**config.mk**
```make
export PLATFORM = sky130hd
export DESIGN_NAME = ekf_stage_sequencer
export DESIGN_NICKNAME = d
export VERILOG_FILES = /design/src/rtl/ekf_pkg.sv /design/src/rtl/ekf_feat_buf.sv /design/src/rtl/ekf_stage_sequencer.sv
export SDC_FILE = /design/constraint.sdc
export NUM_CORES = 2
export LEC_CHECK = 0
export ABC_AREA = 1
export CAP_MARGIN = 20
export CORE_ASPECT_RATIO = 1.1
export CORE_MARGIN = 5
export CORE_UTILIZATION = 53
export CTS_BUF_LIST = sky130_fd_sc_hd__clkbuf_8 sky130_fd_sc_hd__clkbuf_16
export CTS_CLUSTER_DIAMETER = 80
export CTS_CLUSTER_SIZE = 16
export DETAILED_ROUTE_END_ITERATION = 8
export PLACE_DENSITY = 0.72
export SLEW_MARGIN = 20
export SYNTH_ARGS = -nofsm -noshare
export SYNTH_HDL_FRONTEND = slang
export SYNTH_HIERARCHICAL = 1
export SYNTH_SLANG_ARGS = --single-unit
```
**constraint.sdc**
```tcl
create_clock -name clk -period 24.7 [get_ports clk]
set_input_delay 3.705 -clock clk [delete_from_list [all_inputs] [get_ports clk]]
set_output_delay 3.705 -clock clk [all_outputs]
set_load 0.005 [all_outputs]
```
**src/rtl/ekf_pkg.sv**
```systemverilog
// Shared EKF command-path definitions: stage codes, fixed-point format and sequencer states.
package ekf_pkg;
    localparam int DATA_INT_BIT = 12;
    localparam int DATA_DEC_BIT = 19;

    localparam logic [2:0] STAGE_IDLE  = 3'b000;
    localparam logic [2:0] STAGE_PRD   = 3'b001;
    localparam logic [2:0] STAGE_NEW   = 3'b010;
    localparam logic [2:0] STAGE_UPD   = 3'b011;
    localparam logic [2:0] STAGE_ASSOC = 3'b100;

    typedef enum logic [2:0] {
        STG_IDLE  = 3'b000,
        STG_PRD   = 3'b001,
        STG_NEW   = 3'b010,
        STG_UPD   = 3'b011,
        STG_ASSOC = 3'b100
    } stage_e;

    typedef enum logic [2:0] {
        SEQ_IDLE,
        SEQ_PRD_ISSUE,
        SEQ_PRD_WAIT,
        SEQ_CHECK,
        SEQ_FEAT_ISSUE,
        SEQ_FEAT_WAIT
    } seq_state_e;
endpackage

```
**src/rtl/ekf_feat_buf.sv**
```systemverilog
// Single-frame observation buffer: MAX_FEAT (rk, phi) pairs, frame time, completion flag
// and sticky overflow. A release empties the frame and takes priority over a same-cycle write.
module ekf_feat_buf
    import ekf_pkg::*;
#(
    parameter int DW       = 32,
    parameter int TW       = 32,
    parameter int MAX_FEAT = 20,
    localparam int CW      = $clog2(MAX_FEAT + 1),
    localparam int IW      = (MAX_FEAT > 1) ? $clog2(MAX_FEAT) : 1
) (
    input  logic          clk,
    input  logic          rst_n,
    input  logic          wr_val,
    input  logic [DW-1:0] wr_rk,
    input  logic [DW-1:0] wr_phi,
    input  logic          wr_last,
    input  logic [TW-1:0] wr_time,
    output logic          wr_rdy,
    input  logic          rel,
    input  logic [CW-1:0] rd_idx,
    output logic [DW-1:0] rd_rk,
    output logic [DW-1:0] rd_phi,
    output logic          frame_done,
    output logic [CW-1:0] feat_cnt,
    output logic [TW-1:0] frame_time,
    output logic          ovf
);
    logic [DW-1:0] rk_mem  [MAX_FEAT];
    logic [DW-1:0] phi_mem [MAX_FEAT];

    logic [CW-1:0] wr_cnt_q, wr_cnt_d;
    logic [CW-1:0] feat_cnt_q, feat_cnt_d;
    logic          frame_done_q, frame_done_d;
    logic          ovf_q, ovf_d;
    logic [TW-1:0] frame_time_q, frame_time_d;
    logic          wr_fire;
    logic          room;

    assign wr_rdy  = !frame_done_q && !rel;
    assign wr_fire = wr_val && wr_rdy;
    assign room    = (wr_cnt_q < CW'(MAX_FEAT));

    always_comb begin
        wr_cnt_d     = wr_cnt_q;
        feat_cnt_d   = feat_cnt_q;
        frame_done_d = frame_done_q;
        ovf_d        = ovf_q;
        frame_time_d = frame_time_q;
        if (rel) begin
            frame_done_d = 1'b0;
            wr_cnt_d     = '0;
        end else if (wr_fire) begin
            if (wr_cnt_q == '0) begin
                frame_time_d = wr_time;
            end
            if (room) begin
                wr_cnt_d = wr_cnt_q + 1'b1;
            end else begin
                ovf_d = 1'b1;
            end
            if (wr_last) begin
                frame_done_d = 1'b1;
                feat_cnt_d   = room ? (wr_cnt_q + 1'b1) : CW'(MAX_FEAT);
            end
        end
    end

    always_ff @(posedge clk or negedge rst_n) begin
        if (!rst_n) begin
            wr_cnt_q     <= '0;
            feat_cnt_q   <= '0;
            frame_done_q <= 1'b0;
            ovf_q        <= 1'b0;
        end else begin
            wr_cnt_q     <= wr_cnt_d;
            feat_cnt_q   <= feat_cnt_d;
            frame_done_q <= frame_done_d;
            ovf_q        <= ovf_d;
        end
    end

    // Payload storage carries no reset; it is only read once frame_done qualifies it.
    always_ff @(posedge clk) begin
        frame_time_q <= frame_time_d;
        if (wr_fire && room) begin
            rk_mem[wr_cnt_q[IW-1:0]]  <= wr_rk;
            phi_mem[wr_cnt_q[IW-1:0]] <= wr_phi;
        end
    end

    assign rd_rk      = rk_mem[rd_idx[IW-1:0]];
    assign rd_phi     = phi_mem[rd_idx[IW-1:0]];
    assign frame_done = frame_done_q;
    assign feat_cnt   = feat_cnt_q;
    assign frame_time = frame_time_q;
    assign ovf        = ovf_q;
endmodule

```
**src/rtl/ekf_stage_sequencer.sv**
```systemverilog
// Command sequencer feeding the EKF Top core: one PRD per odometry sample, then NEW/ASSOC per
// buffered feature when the frame is time-aligned. Optional wait-state watchdog: EKF_SEQ_WDT_EN.
module ekf_stage_sequencer
    import ekf_pkg::*;
#(
    parameter int DW        = 32,
    parameter int TW        = 32,
    parameter int MAX_FEAT  = 20,
    parameter int ASSOC_WIN = 20,
    parameter int PULSE_LEN = 2
`ifdef EKF_SEQ_WDT_EN
    , parameter int WDT_CYCLES = 65535
`endif
) (
    input  logic          clk,
    input  logic          sys_rst_n,
    input  logic          odo_val,
    output logic          odo_rdy,
    input  logic [DW-1:0] odo_vlr,
    input  logic [DW-1:0] odo_alpha,
    input  logic [TW-1:0] odo_time,
    input  logic          obs_val,
    output logic          obs_rdy,
    input  logic [DW-1:0] obs_rk,
    input  logic [DW-1:0] obs_phi,
    input  logic          obs_last,
    input  logic [TW-1:0] obs_time,
    output logic [2:0]    stage_val,
    output logic [DW-1:0] vlr,
    output logic [DW-1:0] alpha,
    output logic [DW-1:0] rk,
    output logic [DW-1:0] phi,
    input  logic          stage_rdy,
    output logic          busy,
    output logic          feat_ovf,
    output logic          wdt_err
);
    localparam int CW = $clog2(MAX_FEAT + 1);
    localparam int PW = (PULSE_LEN > 1) ? $clog2(PULSE_LEN) : 1;
    localparam logic signed [TW:0] WIN = (TW+1)'(ASSOC_WIN);

    seq_state_e    state_q, state_d;
    logic          odo_full_q, odo_full_d;
    logic [DW-1:0] odo_vlr_q, odo_vlr_d, odo_alpha_q, odo_alpha_d;
    logic [TW-1:0] odo_time_q, odo_time_d, cur_time_q, cur_time_d;
    logic          init_q, init_d;
    logic [CW-1:0] idx_q, idx_d, idx_next;
    logic [PW-1:0] pulse_q, pulse_d;
    logic [2:0]    stage_q, stage_d;
    logic [DW-1:0] vlr_q, vlr_d, alpha_q, alpha_d, rk_q, rk_d, phi_q, phi_d;
    logic          busy_q, busy_d;
    logic          odo_fire, rel;
    logic [CW-1:0] rd_idx, feat_cnt;
    logic [DW-1:0] rd_rk, rd_phi;
    logic          frame_done;
    logic [TW-1:0] frame_time;
    logic signed [TW:0] diff;

`ifdef EKF_SEQ_WDT_EN
    localparam int WDW = $clog2(WDT_CYCLES + 1);
    logic [WDW-1:0] wdt_cnt_q, wdt_cnt_d;
    logic           wdt_err_q, wdt_err_d;
`endif

    ekf_feat_buf #(.DW(DW), .TW(TW), .MAX_FEAT(MAX_FEAT)) u_feat_buf (
        .clk(clk), .rst_n(sys_rst_n),
        .wr_val(obs_val), .wr_rk(obs_rk), .wr_phi(obs_phi), .wr_last(obs_last),
        .wr_time(obs_time), .wr_rdy(obs_rdy), .rel(rel), .rd_idx(rd_idx),
        .rd_rk(rd_rk), .rd_phi(rd_phi), .frame_done(frame_done), .feat_cnt(feat_cnt),
        .frame_time(frame_time), .ovf(feat_ovf)
    );

    assign odo_fire = odo_val && !odo_full_q;
    assign idx_next = idx_q + 1'b1;
    // Read address is the feature about to be issued, so operands can be registered on entry.
    assign rd_idx   = (state_q == SEQ_FEAT_WAIT) ? idx_next : '0;
    assign diff     = $signed({frame_time[TW-1], frame_time}) - $signed({cur_time_q[TW-1], cur_time_q});

    always_comb begin
        state_d     = state_q;
        odo_full_d  = odo_full_q;
        odo_vlr_d   = odo_vlr_q;
        odo_alpha_d = odo_alpha_q;
        odo_time_d  = odo_time_q;
        cur_time_d  = cur_time_q;
        init_d      = init_q;
        idx_d       = idx_q;
        pulse_d     = pulse_q;
        stage_d     = stage_q;
        vlr_d       = vlr_q;
        alpha_d     = alpha_q;
        rk_d        = rk_q;
        phi_d       = phi_q;
        rel         = 1'b0;
        if (odo_fire) begin
            odo_full_d  = 1'b1;
            odo_vlr_d   = odo_vlr;
            odo_alpha_d = odo_alpha;
            odo_time_d  = odo_time;
        end
        case (state_q)
            SEQ_IDLE: begin
                if (odo_full_q) begin
                    state_d    = SEQ_PRD_ISSUE;
                    odo_full_d = 1'b0;
                    vlr_d      = odo_vlr_q;
                    alpha_d    = odo_alpha_q;
                    cur_time_d = odo_time_q;
                    stage_d    = STAGE_PRD;
                    pulse_d    = '0;
                end
            end
            SEQ_PRD_ISSUE, SEQ_FEAT_ISSUE: begin
                if (pulse_q == PW'(PULSE_LEN - 1)) begin
                    state_d = (state_q == SEQ_PRD_ISSUE) ? SEQ_PRD_WAIT : SEQ_FEAT_WAIT;
                    stage_d = STAGE_IDLE;
                end else begin
                    pulse_d = pulse_q + 1'b1;
                end
            end
            SEQ_PRD_WAIT: begin
                if (stage_rdy) state_d = SEQ_CHECK;
            end
            SEQ_CHECK: begin
                if (frame_done) begin
                    if (diff <= WIN) begin
                        state_d = SEQ_FEAT_ISSUE;
                        idx_d   = '0;
                        rk_d    = rd_rk;
                        phi_d   = rd_phi;
                        stage_d = init_q ? STAGE_NEW : STAGE_ASSOC;
                        pulse_d = '0;
                    end else begin
                        state_d = SEQ_IDLE;
                    end
                end
            end
            SEQ_FEAT_WAIT: begin
                if (stage_rdy) begin
                    idx_d = idx_next;
                    if (idx_next == feat_cnt) begin
                        rel     = 1'b1;
                        init_d  = 1'b0;
                        state_d = SEQ_IDLE;
                    end else begin
                        state_d = SEQ_FEAT_ISSUE;
                        rk_d    = rd_rk;
                        phi_d   = rd_phi;
                        stage_d = init_q ? STAGE_NEW : STAGE_ASSOC;
                        pulse_d = '0;
                    end
                end
            end
            default: state_d = SEQ_IDLE;
        endcase
`ifdef EKF_SEQ_WDT_EN
        wdt_err_d = wdt_err_q;
        wdt_cnt_d = '0;
        if ((state_q == SEQ_PRD_WAIT || state_q == SEQ_FEAT_WAIT) && state_d == state_q) begin
            if (wdt_cnt_q == WDW'(WDT_CYCLES - 1)) begin
                wdt_err_d = 1'b1;
                state_d   = SEQ_IDLE;
                rel       = 1'b1;
            end else begin
                wdt_cnt_d = wdt_cnt_q + 1'b1;
            end
        end
`endif
        busy_d = (state_d != SEQ_IDLE);
    end

    always_ff @(posedge clk or negedge sys_rst_n) begin
        if (!sys_rst_n) begin
            state_q    <= SEQ_IDLE;
            odo_full_q <= 1'b0;
            init_q     <= 1'b1;
            idx_q      <= '0;
            pulse_q    <= '0;
            stage_q    <= STAGE_IDLE;
            vlr_q      <= '0;
            alpha_q    <= '0;
            rk_q       <= '0;
            phi_q      <= '0;
            busy_q     <= 1'b0;
        end else begin
            state_q    <= state_d;
            odo_full_q <= odo_full_d;
            init_q     <= init_d;
            idx_q      <= idx_d;
            pulse_q    <= pulse_d;
            stage_q    <= stage_d;
            vlr_q      <= vlr_d;
            alpha_q    <= alpha_d;
            rk_q       <= rk_d;
            phi_q      <= phi_d;
            busy_q     <= busy_d;
        end
    end

    always_ff @(posedge clk) begin
        odo_vlr_q   <= odo_vlr_d;
        odo_alpha_q <= odo_alpha_d;
        odo_time_q  <= odo_time_d;
        cur_time_q  <= cur_time_d;
    end

`ifdef EKF_SEQ_WDT_EN
    always_ff @(posedge clk or negedge sys_rst_n) begin
        if (!sys_rst_n) begin
            wdt_cnt_q <= '0;
            wdt_err_q <= 1'b0;
        end else begin
            wdt_cnt_q <= wdt_cnt_d;
            wdt_err_q <= wdt_err_d;
        end
    end
    assign wdt_err = wdt_err_q;
`else
    assign wdt_err = 1'b0;
`endif

    assign odo_rdy   = !odo_full_q;
    assign stage_val = stage_q;
    assign vlr       = vlr_q;
    assign alpha     = alpha_q;
    assign rk        = rk_q;
    assign phi       = phi_q;
    assign busy      = busy_q;
endmodule

```
==> impl.org <==
** Pwr
- In this run the power density over the cells is 88.09 nW/µm².
- Leakage :: 27.97 nW
- IR Drop Worst-Case VDD :: 0.00006528 V
- Switching share of power :: 29.65%
- Sequential Power Share :: 50.4%
- Of the total power, combinational logic draws 23.2%.
- Portion of total power attributed to the clock network :: 26.4%
- Switching pwr :: 1.911 mW
- Internal power comes to 4.535 mW.

** STA
- Actual transition at the worst max-transition pin :: 1.300 ns
- Final Max Tran Viols :: 0
- After routing, the total negative slack on setup checks comes to 0 ns.
- Final Setup Violations :: 0
- The final critical path takes up 36.75% of the cycle.
- Min setup slack post-route :: 15.62 ns
- Setup repair after global routing missed its margin :: false
- Worst Skew :: 0.02707 ns
- Final hold analysis gives a worst-case slack of 0.4200 ns.
- For this run, the top clock speed supported by timing is 0.1102 GHz.
- Final hold violations :: 0
- Max-slew headroom at the worst pin :: 13.33%
- The worst path in the final design needs a cycle of 9.076 ns, including I/O delays and setup.

** Logic synthesis
- The mapped netlist covers 65190 µm².
- Net count of the mapped netlist :: 5932
- Synthesized instance count :: 5697
- Count of cell types in the netlist :: 40
- The Yosys step of the flow raised 6 warnings.
- Register area share after synthesis :: 72.28%
- Of all flip-flops after synthesis, the portion carrying an async set or reset was 9.718%.
- Counting flops with a built-in enable in the synthesized netlist gives 1440.
- Flip-flop and latch count after synthesis :: 1595
- The most used flip-flop cell after synthesis is sky130_fd_sc_hd__edfxtp_1.
- Avg Inst Size Synth :: 11.44 µm²

** Cells and area
- Leaving out fill and tap cells, the most frequent cell in the layout is sky130_fd_sc_hd__nand2_1.
- Cells with a size suffix above 1 make up 5.509% of the layout.
- Layout-stage area growth over the synthesis result :: 12.24%
- In the layout the commonest cells are sky130_fd_sc_hd__nand2_1, sky130_fd_sc_hd__edfxtp_1, sky130_fd_sc_hd__nand3_1.
- Post-route cell area :: 73180 µm²
- At the end of the flow, the number of nets in the layout was 6140.

** Worst setup path
- Depth of the most critical reg-to-reg path :: 17
- Worst Setup Start Kind :: input pin
- Worst-path maximum fanout :: 4
- Worst setup path category :: in -> out
- At the worst endpoint, the arrival time is 5.37 ns.
- Critical path required time :: 21.00 ns
- Crit. End Element :: output port

** Clocking
- Maximum count of clock buffers along a single path :: 3
- After clock tree synthesis, the repair step resized 0 gates.
- CTS built an H-tree with a depth of 3.
- Clock Sink Count :: 1595
- Hold Buf Count CTS :: 0
- TritonCTS built the clock tree.
- Total clock buffers created by CTS :: 111
- The cell sitting at the root of the clock tree is a sky130_fd_sc_hd__clkbuf_16.
- The clock reaches the later pin of the worst-skew pair after 0.73 ns.
- Clk pin slew, worst setup/hold paths :: 0.07 ns
- After clock tree synthesis, the setup repair step added 0 buffers.

** Drt
- Antenna-violating nets left :: 0
- After detailed routing, the average wire length per cell comes to 20.87 µm.
- For this block, the routed nets add up to 159.4 mm of wire.
- Via density per instance :: 5.583
- DR vias :: 42660
- For this run, design rule violations remaining after detail routing come to 0.
- For this block, the initial DRC count from the detailed router was 4220.
- First drt pass iteration count :: 5

** Min path
- Worst Hold Class :: reg -> reg
- Hold Path Cell Cnt :: 0

** Die
- Placeable core area :: 122600 µm²
- Initial core utilization :: 53.16%
- The die covers 130100 µm².
- The die is 377.8 µm tall.
- In this run the core area contains 135 standard-cell rows.
- Top-level I/O count :: 334
- Measured along the x axis, the die boundary spans 344.4 µm.

** Global route
- After global routing the overflow that remains totals 0.
- Entering global routing, the biggest net connects 242 pins.
- The number of global-route vias before repair was 40860.
- The number of antenna violations at the first check in global routing is 14.
- Gr usage total :: 23.90%
- First-pass GRT wire length :: 239.8 mm

** Place
- In this run the cell area measured after placement is 69840 µm².
- Post-Place Worst Slack :: 15.58 ns
- The congestion estimate from routability-driven global placement came to 0.8859.
- During placement, the flow inserted port buffers numbering 332.
- DPL Wire Length :: 86.51 mm

** Run
- Max-cap check violation count :: 0

** Run status
- Run status :: finished, final reports clean
-- power by group through the flow --
stage               Combinational (mW)  Sequential [mW]  Clock [mW]
floorplan                        0.912             3.30           0
global placement                  1.46             3.30           0
detailed placement                1.49             3.31           0
CTS                               1.50             3.25        1.74
global route                      1.66             3.27        1.84
finish                            1.50             3.25        1.70
-- metal layers --
layer  GRT usage [%]  vias up  share of wire (%)
li1                -    19850                  -
met1           32.50    20790                 40
met2           39.95     1767                 49
met3           3.857      239                8.3
met4           7.414       14                2.4
met5               0        -              0.060
-- through the flow --
| step | util (%) | power [mW] | instances |
|---|---|---|---|
| 2_1_floorplan | - | 4.213 | 5697 |
| 3_3_place_gp | 56.95 | 4.766 | 7433 |
| 3_5_place_dp | 56.95 | 4.798 | 7433 |
| 4_1_cts | 59.58 | 6.484 | 7631 |
| 5_1_grt | 59.67 | 6.775 | 7638 |
| 6_report | 59.67 | 6.446 | 7641 |
-- final timing paths --
check	startpoint	endpoint	slack [ns]
min in group asynchronous	sys_rst_n	alpha[17]	2.96
hold reg to reg	odo_time_q[27]	cur_time_q[27]	0.42
hold / removal	odo_time_q[27]	cur_time_q[27]	0.42
max in group asynchronous	sys_rst_n	rk[4]	20.35
setup reg to reg	state_q[2]	phi[6]	19.31
setup / recovery	stage_rdy	obs_rdy	15.62
-- flip-flops by register name (all words and copies together), names as in the netlist, 3 cells and up --
register,cells
u_feat_buf/phi_mem,640
u_feat_buf/rk_mem,640
alpha,32
cur_time_q,32
odo_alpha_q,32
odo_time_q,32
odo_vlr_q,32
phi,32
rk,32
u_feat_buf/frame_time,32
vlr,32
idx_q,5
u_feat_buf/feat_cnt,5
u_feat_buf/wr_cnt_q,5
stage_val,3
state_q,3
-- critical path, stage by stage --
cell and delay, ns:
sky130_fd_sc_hd__clkdlybuf4s50_1 0.49, sky130_fd_sc_hd__inv_1 0.16, sky130_fd_sc_hd__nor2_1 0.12, sky130_fd_sc_hd__nor2_1 0.32
sky130_fd_sc_hd__clkdlybuf4s50_1 0.58
-- cell usage after synthesis, types with 5 or more instances --
library cell | n | area [µm²]
sky130_fd_sc_hd__a21oi_1 | 24 | 120.1
sky130_fd_sc_hd__nand2_2 | 27 | 168.9
sky130_fd_sc_hd__buf_2 | 125 | 625.6
sky130_fd_sc_hd__nand3_2 | 5 | 50.05
sky130_fd_sc_hd__ha_1 | 37 | 462.9
sky130_fd_sc_hd__nand2_1 | 2080 | 7807
sky130_fd_sc_hd__o22ai_1 | 67 | 419.2
sky130_fd_sc_hd__buf_4 | 14 | 105.1
sky130_fd_sc_hd__nor2_1 | 214 | 803.3
sky130_fd_sc_hd__nor3_1 | 9 | 45.04
sky130_fd_sc_hd__o21ai_2 | 64 | 560.5
sky130_fd_sc_hd__inv_2 | 5 | 18.77
sky130_fd_sc_hd__buf_1 | 35 | 131.4
sky130_fd_sc_hd__edfxtp_1 | 1440 | 43240
sky130_fd_sc_hd__clkbuf_1 | 106 | 397.9
sky130_fd_sc_hd__o21ai_0 | 144 | 720.7
sky130_fd_sc_hd__xnor2_1 | 6 | 52.55
sky130_fd_sc_hd__dfrtp_1 | 154 | 3854
sky130_fd_sc_hd__buf_6 | 15 | 168.9
sky130_fd_sc_hd__nand4_1 | 9 | 56.30
sky130_fd_sc_hd__inv_1 | 260 | 975.9
sky130_fd_sc_hd__nor2_2 | 9 | 56.30
sky130_fd_sc_hd__nand3_1 | 817 | 4089
-- kinds of logic (layout without fill, tap and decap cells) --
group / Yosys count / in the layout / share of synthesized area (%)
fa+ha+maj: 37 / 37 / 0.7101
flops: 1595 / 1595 / 72.28
buf+inv: 563 / 856 / 3.754
compound gates: 308 / 308 / 2.911
simple gates: 3182 / 3182 / 20.18
xor+xnor: 11 / 11 / 0.1593
other cells: 1 / 8 / 0.005752
-- cell type report --
cell class	instances	area (µm²)
fill	9641	49450
clock buffer	114	2853
tap	1644	2057
inverter	266	1021
sequential	1595	47120
clock inverter	84	371.6
antenna	7	17.52
multi-input combinational	3539	15820
timing repair buffer	392	3911
Power figures use the tool's default switching activity.
